### src/rtl/serial_pattern_pkg.sv
// Shared definitions for the serial pattern transmitter.
//   state_t          : FSM state encoding (IDLE, SHIFT, GAP, DONE)
//   DEFAULT_IDLE_BIT : line level when nothing is being sent
//   eff_repeats()    : maps a requested repeat count to the number actually sent
package serial_pattern_pkg;

    typedef enum logic [1:0] {
        S_IDLE  = 2'd0,
        S_SHIFT = 2'd1,
        S_GAP   = 2'd2,
        S_DONE  = 2'd3
    } state_t;

    localparam logic DEFAULT_IDLE_BIT = 1'b0;

    // A request for zero repetitions still sends the pattern once.
    function automatic int unsigned eff_repeats(input int unsigned n);
        return (n == 0) ? 32'd1 : n;
    endfunction

endpackage

### src/rtl/serial_pattern_tx_piso.sv
// Parallel-in / serial-out shift register, MSB first.
//   i_clk, i_rst  : clock, synchronous active-high reset
//   i_load        : load i_data (has priority over i_shift)
//   i_shift       : shift left by one, zero fill
//   i_data        : parallel word to load
//   o_serial_next : MSB the register will hold after the coming edge
module piso_shift_reg #(
    parameter int unsigned WIDTH = 8
) (
    input  logic             i_clk,
    input  logic             i_rst,
    input  logic             i_load,
    input  logic             i_shift,
    input  logic [WIDTH-1:0] i_data,
    output logic             o_serial_next
);

    logic [WIDTH-1:0] r_sr;
    logic [WIDTH-1:0] w_sr_d;

    always_comb begin
        w_sr_d = r_sr;
        if (i_load) begin
            w_sr_d = i_data;
        end else if (i_shift) begin
            w_sr_d = {r_sr[WIDTH-2:0], 1'b0};
        end
    end

    always_ff @(posedge i_clk) begin
        if (i_rst) begin
            r_sr <= '0;
        end else begin
            r_sr <= w_sr_d;
        end
    end

    // The top registers its output bit, so it needs the value the MSB is about to take.
    assign o_serial_next = w_sr_d[WIDTH-1];

endmodule

### src/rtl/serial_pattern_tx.sv
// Serial bit-pattern transmitter.
// Accepts a WIDTH-bit pattern and a repeat count over valid/ready, then sends the
// pattern MSB-first one bit per clock, N times, with GAP idle cycles between
// repetitions, followed by a one-cycle done pulse.
//   i_clk, i_rst    : clock, synchronous active-high reset
//   i_start_valid   : transmit request
//   o_start_ready   : request can be accepted (combinational)
//   i_pattern       : bits to send, captured on accept
//   i_repeat_n      : number of transmissions (0 behaves as 1)
//   o_out           : serial data (registered)
//   o_out_valid     : o_out carries a pattern bit (registered)
//   o_busy          : FSM not idle
//   o_done          : one-cycle pulse after the final bit (registered)
module serial_pattern_tx
    import serial_pattern_pkg::*;
#(
    parameter int unsigned WIDTH    = 8,
    parameter int unsigned CNT_W    = 4,
    parameter int unsigned GAP      = 1,
    parameter logic        IDLE_BIT = DEFAULT_IDLE_BIT
) (
    input  logic             i_clk,
    input  logic             i_rst,
    input  logic             i_start_valid,
    output logic             o_start_ready,
    input  logic [WIDTH-1:0] i_pattern,
    input  logic [CNT_W-1:0] i_repeat_n,
    output logic             o_out,
    output logic             o_out_valid,
    output logic             o_busy,
    output logic             o_done
);

    localparam int unsigned BIT_W    = $clog2(WIDTH);
    localparam int unsigned GAP_W    = (GAP > 1) ? $clog2(GAP) : 1;
    localparam int unsigned GAP_LAST = (GAP > 0) ? GAP - 1 : 0;

    state_t             r_state;
    state_t             w_state_d;
    logic [BIT_W-1:0]   r_bit_cnt;
    logic [GAP_W-1:0]   r_gap_cnt;
    logic [CNT_W-1:0]   r_reps_left;
    logic [WIDTH-1:0]   r_pattern;
    logic               r_out;
    logic               r_out_valid;
    logic               r_done;

    logic               w_accept;
    logic               w_last_bit;
    logic               w_last_rep;
    logic               w_gap_end;
    logic               w_load;
    logic               w_shift;
    logic [WIDTH-1:0]   w_load_data;
    logic               w_serial_next;
    logic               w_out_d;
    logic               w_out_valid_d;
    logic               w_done_d;

    assign o_start_ready = (r_state == S_IDLE) && !i_rst;
    assign w_accept      = i_start_valid && o_start_ready;
    assign w_last_bit    = (r_state == S_SHIFT) && (r_bit_cnt == BIT_W'(WIDTH - 1));
    assign w_last_rep    = (r_reps_left == CNT_W'(1));
    assign w_gap_end     = (r_state == S_GAP) && (r_gap_cnt == GAP_W'(GAP_LAST));

    // Reload from the held copy for every repetition after the first.
    assign w_load      = w_accept || w_gap_end ||
                         (w_last_bit && !w_last_rep && (GAP == 0));
    assign w_shift     = (r_state == S_SHIFT) && !w_load;
    assign w_load_data = w_accept ? i_pattern : r_pattern;

    piso_shift_reg #(
        .WIDTH (WIDTH)
    ) u_piso (
        .i_clk         (i_clk),
        .i_rst         (i_rst),
        .i_load        (w_load),
        .i_shift       (w_shift),
        .i_data        (w_load_data),
        .o_serial_next (w_serial_next)
    );

    // State register
    always_ff @(posedge i_clk) begin
        if (i_rst) begin
            r_state <= S_IDLE;
        end else begin
            r_state <= w_state_d;
        end
    end

    // Next-state logic
    always_comb begin
        w_state_d = r_state;
        case (r_state)
            S_IDLE: begin
                if (w_accept) begin
                    w_state_d = S_SHIFT;
                end
            end
            S_SHIFT: begin
                if (w_last_bit) begin
                    if (w_last_rep) begin
                        w_state_d = S_DONE;
                    end else if (GAP > 0) begin
                        w_state_d = S_GAP;
                    end
                end
            end
            S_GAP: begin
                if (w_gap_end) begin
                    w_state_d = S_SHIFT;
                end
            end
            S_DONE: begin
                w_state_d = S_IDLE;
            end
            default: begin
                w_state_d = S_IDLE;
            end
        endcase
    end

    // Output logic, evaluated on the next state so the outputs can be registered
    always_comb begin
        w_out_d       = IDLE_BIT;
        w_out_valid_d = 1'b0;
        w_done_d      = 1'b0;
        if (w_state_d == S_SHIFT) begin
            w_out_d       = w_serial_next;
            w_out_valid_d = 1'b1;
        end
        if (w_state_d == S_DONE) begin
            w_done_d = 1'b1;
        end
    end

    always_ff @(posedge i_clk) begin
        if (i_rst) begin
            r_bit_cnt   <= '0;
            r_gap_cnt   <= '0;
            r_reps_left <= '0;
            r_pattern   <= '0;
            r_out       <= IDLE_BIT;
            r_out_valid <= 1'b0;
            r_done      <= 1'b0;
        end else begin
            r_out       <= w_out_d;
            r_out_valid <= w_out_valid_d;
            r_done      <= w_done_d;

            if (r_state == S_SHIFT && !w_last_bit) begin
                r_bit_cnt <= r_bit_cnt + BIT_W'(1);
            end else begin
                r_bit_cnt <= '0;
            end

            if (r_state == S_GAP && !w_gap_end) begin
                r_gap_cnt <= r_gap_cnt + GAP_W'(1);
            end else begin
                r_gap_cnt <= '0;
            end

            if (w_accept) begin
                r_pattern   <= i_pattern;
                r_reps_left <= CNT_W'(eff_repeats(32'(i_repeat_n)));
            end else if (w_last_bit) begin
                r_reps_left <= r_reps_left - CNT_W'(1);
            end
        end
    end

    assign o_out       = r_out;
    assign o_out_valid = r_out_valid;
    assign o_done      = r_done;
    assign o_busy      = (r_state != S_IDLE);

endmodule
### config.mk
export PLATFORM = sky130hd
export DESIGN_NAME = serial_pattern_tx
export DESIGN_NICKNAME = d
export VERILOG_FILES = /design/src/rtl/serial_pattern_pkg.sv /design/src/rtl/serial_pattern_tx_piso.sv /design/src/rtl/serial_pattern_tx.sv
export SDC_FILE = /design/constraint.sdc
export NUM_CORES = 1
export LEC_CHECK = 0
export BUFFER_PORTS_ARGS = -buffer_cell sky130_fd_sc_hd__buf_4
export CORE_MARGIN = 3
export CORE_UTILIZATION = 30
export CTS_BUF_LIST = sky130_fd_sc_hd__clkbuf_8
export CTS_CLUSTER_SIZE = 30
export DETAILED_ROUTE_END_ITERATION = 12
export PLACE_DENSITY = 0.57
export SLEW_MARGIN = 0
export SYNTH_ARGS = -nofsm -noshare
export SYNTH_HDL_FRONTEND = slang
export SYNTH_SLANG_ARGS = --single-unit
### constraint.sdc
create_clock -name i_clk -period 1.5 [get_ports i_clk]
set_input_delay 0.075 -clock i_clk [delete_from_list [all_inputs] [get_ports i_clk]]
set_output_delay 0.075 -clock i_clk [all_outputs]
set_load 0.01 [all_outputs]
Word-level counts from Yosys, hierarchy flattened:

Cells that the tools add are included.
W data, S select, Z words.

* bits in registers: 29
* word-level logic and storage cells: 57

* bitwise operators: 4
* multiplexer cells: 13
* equality and inequality tests: 7
* reductions and logical operators: 20
* add/sub/neg operators: 3

Operators by type and width (number)
* $mux W8: 3
* $mux W4: 3
* $pmux W2 S4: 1
* $logic_and A1 B1 Y1: 7
* $eq A2 B2 Y1 const B: 3
* $mux W2: 3
* $reduce_bool A2 Y1: 3
* $reduce_or A2 Y1: 3
* $eq A2 B1 Y1 const B: 2
* $eq A4 B1 Y1 const B: 1
* $logic_not A1 Y1: 4
* $logic_not A4 Y1: 1
* $not A1 Y1: 4
* $sub A4 B1 Y4 const B: 1
* $add A3 B1 Y3 const B: 1
* $eq A3 B3 Y1 const B: 1
* $mux W1: 3
* $logic_not A2 Y1: 1
* $add A1 B1 Y1 const B: 1
* $logic_or A1 B1 Y1: 1

Depth between registers and ports, before layout:

Gate-level depths: netlist of run 1.

* word-level depth: 8
* depth in mapped cells: 6
* depth with buffers taken out: 6

Cells and area by module:

Synthesis of run 1 repeated with hierarchy kept, for this count alone.

* cell total of the unflattened synthesis: 127
* area total of the unflattened synthesis: 1307.5 um2

Modules (own cells, without submodules)
* serial_pattern_tx: times used 1, cells each 90, area an instance 934.6 um2
* piso_shift_reg: times used 1, cells each 37, area an instance 372.9 um2

Least setup slack after synthesis of run 1:

OpenSTA, ideal clock, no wires.

* kind: register to register
* start: reg r_reps_left[1]
* end: reg r_out, in the netlist o_out
* required time: 1427 ps
* cell stages (with the launch flop): 7
* period minus slack after synthesis: 1476 ps
* arrival: 1403 ps
* slack: 24 ps
* cell sequence: dfxtp_1 inv_1 ha_1 or3b_2 a211oi_1 a21oi_2 nor3_2

* longest elaborated chain between the ends: 7

Ends and longest elaborated chain
* start, declared: RTL line serial_pattern_tx.sv:42 `logic [CNT_W-1:0] r_reps_left;`
* start signal, assigned: RTL line serial_pattern_tx.sv:166 `r_reps_left <= CNT_W'(eff_repeats(32'(i_repeat_n)));`
* start signal, assigned: RTL line serial_pattern_tx.sv:168 `r_reps_left <= r_reps_left - CNT_W'(1);`
* $eq A4 B1 Y1: RTL line serial_pattern_tx.sv:63 `assign w_last_rep = (r_reps_left == CNT_W'(1));`
* $mux W1: RTL line serial_pattern_tx.sv:103 `if (w_last_rep) begin`
* $mux W2: RTL line serial_pattern_tx.sv:102 `if (w_last_bit) begin`
* $pmux W2 S4: RTL line serial_pattern_tx.sv:95 `case (r_state)`
* $eq A2 B1 Y1: RTL line serial_pattern_tx.sv:129 `if (w_state_d == S_SHIFT) begin`
* $not A1 Y1 (no line)
* $reduce_or A2 Y1 (no line)
* end signal, assigned: RTL line serial_pattern_tx.sv:148 `r_out <= w_out_d;`
* end, declared: RTL line serial_pattern_tx.sv:44 `logic r_out;`

Every way passes these cells.
A chain may end at the register's enable or synchronous reset.

Worst setup path after layout of run 1:

* start: reg r_state[1]
* end: reg u_piso.r_sr[2]

* longest elaborated chain between the ends: 7
* elaborated cells between the ends (all ways): 12
* those cells by class: 2 x eq/ne; 2 x mux; 8 x reduce/logical

Ends and longest elaborated chain
* start, declared: RTL line serial_pattern_tx.sv:38 `state_t r_state;`
* start signal, assigned: RTL line serial_pattern_tx.sv:88 `r_state <= w_state_d;`
* $logic_not A2 Y1: RTL line serial_pattern_tx.sv:60 `assign o_start_ready = (r_state == S_IDLE) && !i_rst;`
* $logic_and A1 B1 Y1: RTL line serial_pattern_tx.sv:60
* $logic_and A1 B1 Y1: RTL line serial_pattern_tx.sv:61 `assign w_accept = i_start_valid && o_start_ready;`
* $logic_or A1 B1 Y1: RTL line serial_pattern_tx.sv:67 `assign w_load = w_accept || w_gap_end ||`
* $logic_not A1 Y1: RTL line serial_pattern_tx.sv:69 `assign w_shift = (r_state == S_SHIFT) && !w_load;`
* $logic_and A1 B1 Y1: RTL line serial_pattern_tx.sv:69
* $reduce_bool A2 Y1 (no line)
* end signal, assigned: RTL line serial_pattern_tx_piso.sv:34 `r_sr <= w_sr_d;`
* end, declared: RTL line serial_pattern_tx_piso.sv:18 `logic [WIDTH-1:0] r_sr;`

Several ways; a longest one is shown, not always the timed one.

==> results of run 1 <==
-- critical path, delay by kind of cell (launching register included) --
family / cells / cell delay (ns)
and+or+nand+nor: 1 / 0.41
buffers and inverters: 1 / 0.15
DFF: 1 / 0.36
AOI/OAI and AO/OA: 3 / 0.43
-- state kept, by name (all words and copies together), names as in the netlist --
register     flops
o_done           1
r_gap_cnt        1
r_pattern        8
r_bit_cnt        3
o_out            1
r_state          2
u_piso.r_sr      7
o_out_valid      1
r_reps_left      4
-- final timing paths --
| check | start | endpoint | slack, ns | cells past startpoint |
|---|---|---|---|---|
| worst min-delay path | i_rst | r_state[1] | 0.006 | 2 |
| worst max-delay path | r_state[1] | u_piso.r_sr[2] | 0.07 | 5 |
| worst min register to register | r_bit_cnt[0] | r_bit_cnt[0] | 0.41 | 1 |
| worst max register to register | r_state[1] | u_piso.r_sr[2] | 0.07 | 5 |
-- what timing repair did --
| action | CTS | global route |
|---|---|---|
| hold buffers | 0 | 0 |
| pin swaps | 1 | 5 |
| gates cloned | 0 | 0 |
| resized for setup | 3 | 11 |
| endpoints found under the setup margin | 5 | 15 |
| endpoints found under the hold margin | 0 | 0 |
| setup buffers | 0 | 2 |
-- layout make-up --
type                    instances  area [sq um]
repair buffers                 31           249
flip-flops and latches         28           564
well taps                      48          60.1
multi-input cells              86           638
fillers                       384          2240
clock buffers                   4          55.1
inverters                       5          18.8
-- power by group --
group          internal, mW  leakage (nW)  switching (mW)
Combinational         0.120         0.391           0.107
Clock                 0.235        0.0288           0.228
Sequential            0.781         0.230          0.0168
Total                  1.14         0.650           0.352
-- metal layers --
layer | GRT usage (%) | part of all wire, % | wire [um]
met1 | 13.3 | 46 | 1140
met2 | 15.7 | 47 | 1160
met3 | 3.69 | 5.6 | 138
met4 | 2.92 | 1.3 | 31
met5 | 0 | 0 | 0
-- cells in the final DEF (no fill, tap or decap), types with 2 or more instances in the layout --
cell type	n
nor4_1	2
dfxtp_1	25
or3b_4	2
clkbuf_8	4
nor2b_1	2
nor3_1	2
nand2_1	3
nor2_1	15
dfxtp_2	3
ha_1	3
a21oi_2	2
o21ai_0	2
inv_1	4
and2_1	8
nand3b_1	2
buf_4	29
a211oi_1	12
a31oi_1	2
mux2i_1	7
a21oi_1	2
-- cell families after synthesis --
group | after synthesis | share of synthesized area [%]
simple gates | 45 | 21.5
compound gates | 28 | 16.7
flops | 28 | 44.8
buf+inv | 14 | 6.11
mux | 8 | 6.51
fa+ha+maj | 4 | 4.00
other cells | 1 | 0.300
-- stage by stage --
step                utilization [%]  power [mW]  setup TNS, ns  hold slack, ns  cells
floorplan                         -       0.949              0           0.230    128
global placement               38.8        1.03              0           0.305    196
detailed placement             38.8        1.03        -0.0638           0.306    196
CTS                            40.4        1.50              0          0.0105    200
global route                   41.4        1.57        -0.0266          0.0174    202
finish                         41.4        1.49              0         0.00621    202
==> qor.csv, run 1 <==
metric;value;unit
cts.sinks;28;
status;completed;
yosys-top-cells-count;dfxtp_1 (28), nor2_1 (16), a211oi_1 (13), and2_1 (8), mux2i_1 (7);
period_needed;1.43;ns
routed_wl;2470;um
num_vias;991;
synthFlopType;dfxtp_1;
clk_path_buf_depth;2;
cts_tree;done;
final.setup.worst_slack;0.0693;ns
postSynthAreaPerCell;9.77;sq um
rows;22;
core;3830;sq um
hold_viol;0;
cp-start-kind;register;
synth_seq_area_share;44.8;%
critPathKind;reg -> reg;
end_kind;register;
synth_top_cell_area_share;44.8;%
hold_path_class;in -> reg;
track_usage;10.1;%
critical_path.max_stage_delay;0.41;ns
first_pass_iters;4;
maxCapViolCount;0;
die-area;4980;sq um
root_buffer;clkbuf_8;
grt_first_pass_wirelength;4110;um
drcViolationCount;0;
antenna_cells;0;
leakagePower;0.650;nW
netlist.top_cell.by_area;dfxtp_1;
path_clk_slew;0.09;ns
io_pins;20;
synth.net_count;147;
worstSkewPairLatency;0.27;ns
placed_area;1480;sq um
crit_chain;or3b_4 > a21oi_4 > buf_12 > a211oi_1 > a211oi_1;
grt_pass1_vias;913;
cts_made_buffers;3;
fin_nets;174;
synth_edf_count;0;
syn_to_final_growth;26.8;%
drtIter0Drc;55;
avgViaCountPerCell;4.91;
synth.distinct_cells;37;
yosys-top-cells-area;dfxtp_1 (45%), a211oi_1 (7.8%), mux2i_1 (5.6%);
rsz0062_at_grt;true;
power.density;939;nW/um^2
path_max_fanout;12;
ys_ff_latch;28;
ir_drop;0.594;mV
synth_warnings;0;
clock.fmax;699;MHz
die_x;70.6;um
netlist_area;1250;sq um
critical_path_required;1.69;ns
slew_violations;0;
die_y;70.6;um
place_congestion;0.876;
port_buffers;19;
cpMostUsedCell;a211oi_1;
grt_max_degree;24;
skew;0.00328;ns
htreeDepth;1;
hpwlAfterDp;1770;um
initial_core_util;32.7;%
synthArstFlopShare;0;%
arrival;1.62;ns
synthMostInstantiatedCell;dfxtp_1;
drive_gt1_share;35.1;%
grt_antenna_before_repair;0;
finalCritPeriodShare;95.4;%
finalSetupViolations;0;
place_ws;-0.0298;ns
cp_slowest_cell;or3b_4;
wire_per_inst;12.2;um
final_cell_area;1590;sq um
syn_inst;128;
overflow;0;
ant_nets;0;
Power figures use the tool's default switching activity.
==> run 2: changes to the inputs <==
--- a/config.mk
+++ b/config.mk
@@ -5,6 +5,7 @@
 export SDC_FILE = /design/constraint.sdc
 export NUM_CORES = 1
 export LEC_CHECK = 0
+export ABC_AREA = 1
 export BUFFER_PORTS_ARGS = -buffer_cell sky130_fd_sc_hd__buf_4
 export CORE_MARGIN = 3
 export CORE_UTILIZATION = 30
@@ -12,7 +13,7 @@
 export CTS_CLUSTER_SIZE = 30
 export DETAILED_ROUTE_END_ITERATION = 12
 export PLACE_DENSITY = 0.57
-export SLEW_MARGIN = 0
+export SLEW_MARGIN = 20
 export SYNTH_ARGS = -nofsm -noshare
 export SYNTH_HDL_FRONTEND = slang
 export SYNTH_SLANG_ARGS = --single-unit
==> run 2 against run 1 <==
Effect of this change:
- sequential cell count up 1
- fmax is 8.2% higher
- via count rose by 14%
- clock power grew 75%
- cell count rose by 32%
- clock skew shrank 0.0014 ns
- global-route usage grew 1.0 points
- sequential share of layout area is 0.15 points lower
- synthesized area grew 6.0%
- worst setup slack improved by 0.11 ns
- routed wire length is 2.9% higher
- critical endpoint is now o_out
- largest power group unchanged
==> qor.csv, run 2 <==
metric;value;unit;change
synth_seq_area_share;43.8;%;-1.0 points
htreeDepth;2;;+1
synthArstFlopShare;0;%;unchanged
maxCapViolCount;0;;unchanged
synthAdderAreaFrac;3.78;%;-0.23 points
postSynthAreaPerCell;6.94;sq um;-29%
crit_chain;ha_1 > ha_1 > nand2_1 > o21ai_0 > inv_1 > nand3_1 > nor2_1;;
cts_tree;done;;
final.fill_count;458;;+19%
finalSetupViolations;0;;unchanged
met1_usage;13.3;%;+0.053 points
reg2reg_to;o_out;;
cts_setup_buffers;0;;unchanged
clk_path_buf_depth;2;;unchanged
synth_warnings;0;;unchanged
slew_violations;0;;unchanged
arrival;1.53;ns;-0.09 ns
power;1.86;mW;+25%
cts_made_buffers;5;;+2
finalCritPeriodShare;88.1;%;-7.3 points
critical_path_required;1.71;ns;+0.02 ns
initial_core_util;32.0;%;-0.69 points
clock.fmax;756;MHz;+8.2%
rows;23;;+4.5%
cpMostUsedCell;ha_1;;
netlist.top_cell.by_area;dfxtp_1;;
status;completed;;
critical_path.max_stage_delay;0.31;ns;-0.10 ns
cp_slowest_cell;dfxtp_1;;
die_y;72.5;um;+2.7%
cts.sinks;29;;+3.6%
avgViaCountPerCell;4.25;;-13%
end_kind;register;;
hold_viol;0;;unchanged
fin_nets;235;;+35%
rr_startpoint;r_bit_cnt[0];;
yosys-top-cells-count;nand2_1 (57), nor2_1 (30), dfxtp_1 (29), inv_1 (24);;
placed_area;1520;sq um;+2.6%
p_int;1.44;mW;+27%
path_max_fanout;4;;-8
synth_edf_count;0;;unchanged
routed_wl;2540;um;+2.9%
yosys-top-cells-area;dfxtp_1 (44%), nand2_1 (16%), nor2_1 (8.5%);;
post_cts_resize_count;0;;-3
critPathKind;reg -> reg;;
drcViolationCount;0;;unchanged
synth.net_count;210;;+43%
final_util;39.5;%;-1.9 points
comb_power_share;11.9;%;-3.4 points
synth_top_cell_area_share;43.8;%;-1.0 points
overflow;0;;unchanged
cts_hold_buffers;0;;unchanged
synth_compound_area_share;7.55;%;-9.2 points
grt_antenna_before_repair;0;;unchanged
hold_path_class;in -> reg;;
first_pass_iters;4;;unchanged
ys_ff_latch;29;;+3.6%
skew;0.00185;ns;-0.00143 ns
final_common_cell;nand2_1;;
drive_gt1_share;17.1;%;-18 points
met3_usage;2.91;%;-0.78 points
track_usage;11.1;%;+1.0 points
switching_power;419;uW;+19%
layout_common_cells;nand2_1 (57), nor2_1 (30), dfxtp_1 (29), inv_1 (25), buf_4 (22);;
root_buffer;clkbuf_8;;
synthMuxAreaShare;0;%;-6.5 points
r2r_cells;7;;+2
pwr-share-clk;43.6;%;+13 points
grt_pass1_vias;1096;;+20%
core;4140;sq um;+8.3%
die-area;5250;sq um;+5.5%
cp-start-kind;register;;
fin_tns_setup;0;ns;unchanged
rsz0062_at_grt;false;;
synth-simple-area-share;33.7;%;+12 points
worstSkewPairLatency;0.27;ns;about the same
leakagePower;0.813;nW;+25%
synth.distinct_cells;22;;-41%
die_x;72.5;um;+2.7%
io_pins;20;;unchanged
grt_max_degree;16;;-33%
busiest_layer;met2;;
synthFlopType;dfxtp_1;;
power.density;1140;nW/um^2;+21%
place_congestion;0.824;;-5.9%
hpwlAfterDp;1930;um;+9.1%
synth_top_family_by_area;simple AND/OR/NAND/NOR gates;;
timing.reg2reg.setup_slack;0.18;ns;+0.11 ns
critPathLaunch;r_bit_cnt[0];;
synth-xor-area-share;0.661;%;+0.66 points
synthMostInstantiatedCell;nand2_1;;
seq_power_share;44.5;%;-9.1 points
endpoint;o_out;;
ant_nets;0;;unchanged
fin_hold_ws;0.0728;ns;+0.0666 ns
grt_first_pass_wirelength;4500;um;+9.6%
swShare;22.6;%;-1.1 points
antenna_cells;0;;unchanged
syn_to_final_growth;23.6;%;
met2_usage;18.1;%;+2.4 points
wire_per_inst;9.50;um;-22%
drtIter0Drc;55;;unchanged
syn_inst;191;;+49%
netlist_area;1330;sq um;+6.0%
final_cell_area;1640;sq um;+3.3%
port_buffers;19;;unchanged
top_regs;r_pattern x8, u_piso.r_sr x8, r_reps_left x4;;
num_vias;1134;;+14%
path_clk_slew;0.06;ns;-0.03 ns
ir_drop;0.720;mV;+21%
period_needed;1.32;ns;-0.109 ns
run 2: changes by cell type after synthesis, moves of 4 or more:
| cell | previous run | this run |
|---|---|---|
| a211oi_1 | 13 | 0 |
| a21oi_1 | 3 | 7 |
| and2_1 | 8 | 0 |
| inv_1 | 5 | 24 |
| mux2i_1 | 7 | 0 |
| nand2_1 | 3 | 57 |
| nand3_1 | 0 | 11 |
| nor2_1 | 16 | 30 |
| o21ai_0 | 3 | 11 |
run 2: metrics by stage:
| stage | instances | setup WS (ns) |
|---|---|---|
| finish | 267 | 0.178 |
| global route | 267 | 0.0193 |
| CTS | 267 | 0.169 |
| detailed placement | 259 | 0.193 |
| global placement | 259 | 0.191 |
| floorplan | 191 | 0.334 |
run 2: area by class of cell:
cell class | count | area (sq um) | area share [%]
clock buffer | 6 | 82.6 | 5.04
clock inverter | 2 | 33.8 | 2.06
inverter | 27 | 104 | 6.34
multi-input combinational | 131 | 609 | 37.2
sequential | 29 | 581 | 35.4
tap | 50 | 62.6 | 3.82
timing repair buffer | 22 | 165 | 10.1
run 2: critical path: cells and delay by family, from the launching register on:
family / cells / cell delay [ns]
AOI/OAI and AO/OA: 1 / 0.10
adders and majority gates: 2 / 0.40
and+or+nand+nor: 3 / 0.34
DFF: 1 / 0.31
buffers and inverters: 1 / 0.11
run 2: logic make-up after synthesis:
group,after synthesis
other,1
AND/OR/NAND/NOR,105
AO/OA/AOI/OAI,20
buffers and inverters,31
XOR/XNOR,1
flip-flops,29
adder cells (fa/ha/maj),4
run 2: metal layers:
metal | wire length, um | up-vias
li1 | - | 634
met1 | 1210 | 482
met2 | 1220 | 14
met3 | 72 | 4
met4 | 40 | 0
met5 | 0 | -
run 2: worst min-delay path by stage:
stage	endpoint	slack, ns	startpoint	depth (start not counted)
6_report	r_pattern[3]	0.07	i_pattern[3]	3
5_1_grt	r_pattern[3]	0.09	i_pattern[3]	3
4_1_cts	r_pattern[2]	0.07	i_pattern[2]	3
3_5_place_dp	r_pattern[2]	0.36	i_pattern[2]	3
3_3_place_gp	r_pattern[2]	0.36	i_pattern[2]	3
2_1_floorplan	r_pattern[1]	0.14	i_rst	1
run 2: power by group through the flow:
stage | logic, mW | registers, mW | clock network (mW)
after CTS | 0.225 | 0.828 | 0.839
after global routing | 0.260 | 0.832 | 0.866
after detailed placement | 0.225 | 0.845 | 0
final | 0.220 | 0.828 | 0.811
after floorplan | 0.151 | 0.844 | 0
after global placement | 0.225 | 0.844 | 0
==> run 3: changes to the inputs <==
--- a/config.mk
+++ b/config.mk
@@ -12,7 +12,7 @@
 export CTS_BUF_LIST = sky130_fd_sc_hd__clkbuf_8
 export CTS_CLUSTER_SIZE = 30
 export DETAILED_ROUTE_END_ITERATION = 12
-export PLACE_DENSITY = 0.57
+export PLACE_DENSITY = 0.55
 export SLEW_MARGIN = 20
 export SYNTH_ARGS = -nofsm -noshare
 export SYNTH_HDL_FRONTEND = slang
==> constraint.sdc (replaced) <==
create_clock -name i_clk -period 1.6 [get_ports i_clk]
set_input_delay 0.08 -clock i_clk [delete_from_list [all_inputs] [get_ports i_clk]]
set_output_delay 0.08 -clock i_clk [all_outputs]
set_load 0.01 [all_outputs]
==> run 3 against run 2 <==
Effect of this change:
- critical path depth stayed put
- hold slack worse by 0.0011 ns
- sequential cell count stayed put
- routed wire length is 1.2% higher
- fmax is 1.4% higher
- non-clock buffer count is 1 lower
- via count is 0.44% lower
- highest routed layer unchanged
- die area stayed put
- power is 11% lower
- sequential share of layout area is 0.49 points higher
- clock power is 17% lower
==> qor.csv, run 3 (synthesis results as in run 2) <==
metric;value;unit;change
worstSkewPairLatency;0.28;ns;about the same
syn_to_final_growth;21.9;%;
fin_nets;234;;-0.43%
hold_path_class;in -> reg;;
antenna_cells;0;;unchanged
die_x;72.5;um;unchanged
final.fill_count;476;;+3.9%
layout_common_cells;nand2_1 (57), nor2_1 (30), dfxtp_1 (29), inv_1 (24), buf_4 (21);;
critical_path_required;1.82;ns;+0.11 ns
avgViaCountPerCell;4.24;;about the same
drcViolationCount;0;;unchanged
rsz0062_at_grt;false;;
die_y;72.5;um;unchanged
port_buffers;19;;unchanged
final_common_cell;nand2_1;;
drive_gt1_share;17.1;%;+0.079 points
drtIter0Drc;37;;-33%
grt_antenna_before_repair;0;;unchanged
grt_first_pass_wirelength;4440;um;-1.2%
wire_per_inst;9.65;um;+1.6%
die-area;5250;sq um;unchanged
timing.reg2reg.setup_slack;0.30;ns;+0.12 ns
skew;0.00554;ns;+0.00369 ns
place_inst;258;;-0.39%
routed_wl;2570;um;+1.2%
core;4140;sq um;unchanged
leakagePower;0.800;nW;-1.6%
arrival;1.52;ns;about the same
slew_violations;0;;unchanged
path_max_fanout;4;;unchanged
htreeDepth;2;;unchanged
rows;23;;unchanged
clk_path_buf_depth;2;;unchanged
status;completed;;
ant_nets;0;;unchanged
top_regs;r_pattern x8, u_piso.r_sr x8, r_reps_left x4;;
multiInputGateArea;609;sq um;unchanged
power;1.65;mW;-11%
overflow;0;;unchanged
critPathKind;reg -> reg;;
power.density;1020;nW/um^2;-9.9%
io_pins;20;;unchanged
maxCapViolCount;0;;unchanged
ir_drop;0.618;mV;-14%
grt_pass1_vias;1001;;-8.7%
cts_tree;done;;
post_cts_resize_count;0;;unchanged
initial_core_util;32.0;%;unchanged
clock.fmax;767;MHz;+1.4%
final_cells;266;;-0.37%
root_buffer;clkbuf_8;;
cts_setup_buffers;0;;unchanged
path_clk_slew;0.07;ns;about the same
finalCritPeriodShare;81.5;%;-6.6 points
period_needed;1.30;ns;-0.0180 ns
place_congestion;0.779;;-5.6%
cts_made_buffers;5;;unchanged
regArea;581;sq um;unchanged
fin_tns_setup;0;ns;unchanged
cts_hold_buffers;0;;unchanged
grt_max_degree;17;;+1
cts.sinks;29;;unchanged
hold_viol;0;;unchanged
end_kind;register;;
num_vias;1129;;-0.44%
cp-start-kind;register;;
first_pass_iters;4;;unchanged
finalSetupViolations;0;;unchanged
track_usage;11.2;%;+0.086 points
hpwlAfterDp;1870;um;-3.2%
## run 3: cell types whose count changed in the layout (fill, tap and decap cells not counted)
cell | previous run | this run
bufinv_16 | 1 | 0
clkbuf_8 | 6 | 7
inv_1 | 25 | 24
clkinv_2 | 0 | 1
buf_4 | 22 | 21
## run 3: routing by layer
layer | track usage (%) | up-vias | wire length, um
li1 | - | 633 | -
met1 | 14.6 | 476 | 1260
met2 | 16.3 | 13 | 1150
met3 | 2.91 | 7 | 93
met4 | 7.38 | 0 | 63
met5 | 0 | - | 0
## run 3: worst paths after layout
kind	cells after the start	to	from
max	7	o_out	r_bit_cnt[0]
min	2	r_pattern[7]	i_rst
max reg2reg	7	o_out	r_bit_cnt[0]
min reg2reg	1	r_bit_cnt[0]	r_bit_cnt[0]
## run 3: cell type report
class	instances	share of cell area [%]
Multi-Input combinational cell	131	37.7
Sequential cell	29	35.9
Timing Repair Buffer	21	9.76
Inverter	27	6.43
Clock buffer	7	5.96
Tap cell	50	3.87
Clock inverter	1	0.310
## run 3: per-stage QoR
stage,utilization (%),hold slack (ns),setup slack (ns),instance area (sq um)
4_1_cts,39.0,0.0627,0.277,1620
6_report,39.0,0.0717,0.296,1620
2_1_floorplan,-,0.149,0.434,1330
3_3_place_gp,36.5,0.360,0.264,1510
5_1_grt,39.0,0.0832,0.125,1620
3_5_place_dp,36.5,0.361,0.298,1510
## run 3: power by group
part	internal (mW)	leakage, nW	switching (mW)
registers	0.761	0.237	0.0150
logic	0.0870	0.508	0.118
clock network	0.388	0.0542	0.283
total	1.24	0.800	0.416
## run 3: critical path: stages (launching register included)
cell	delay, ns
dfxtp_1	0.31
ha_1	0.19
ha_1	0.21
nand2_1	0.14
o21ai_0	0.10
inv_1	0.10
nand3_1	0.10
nor2_1	0.09
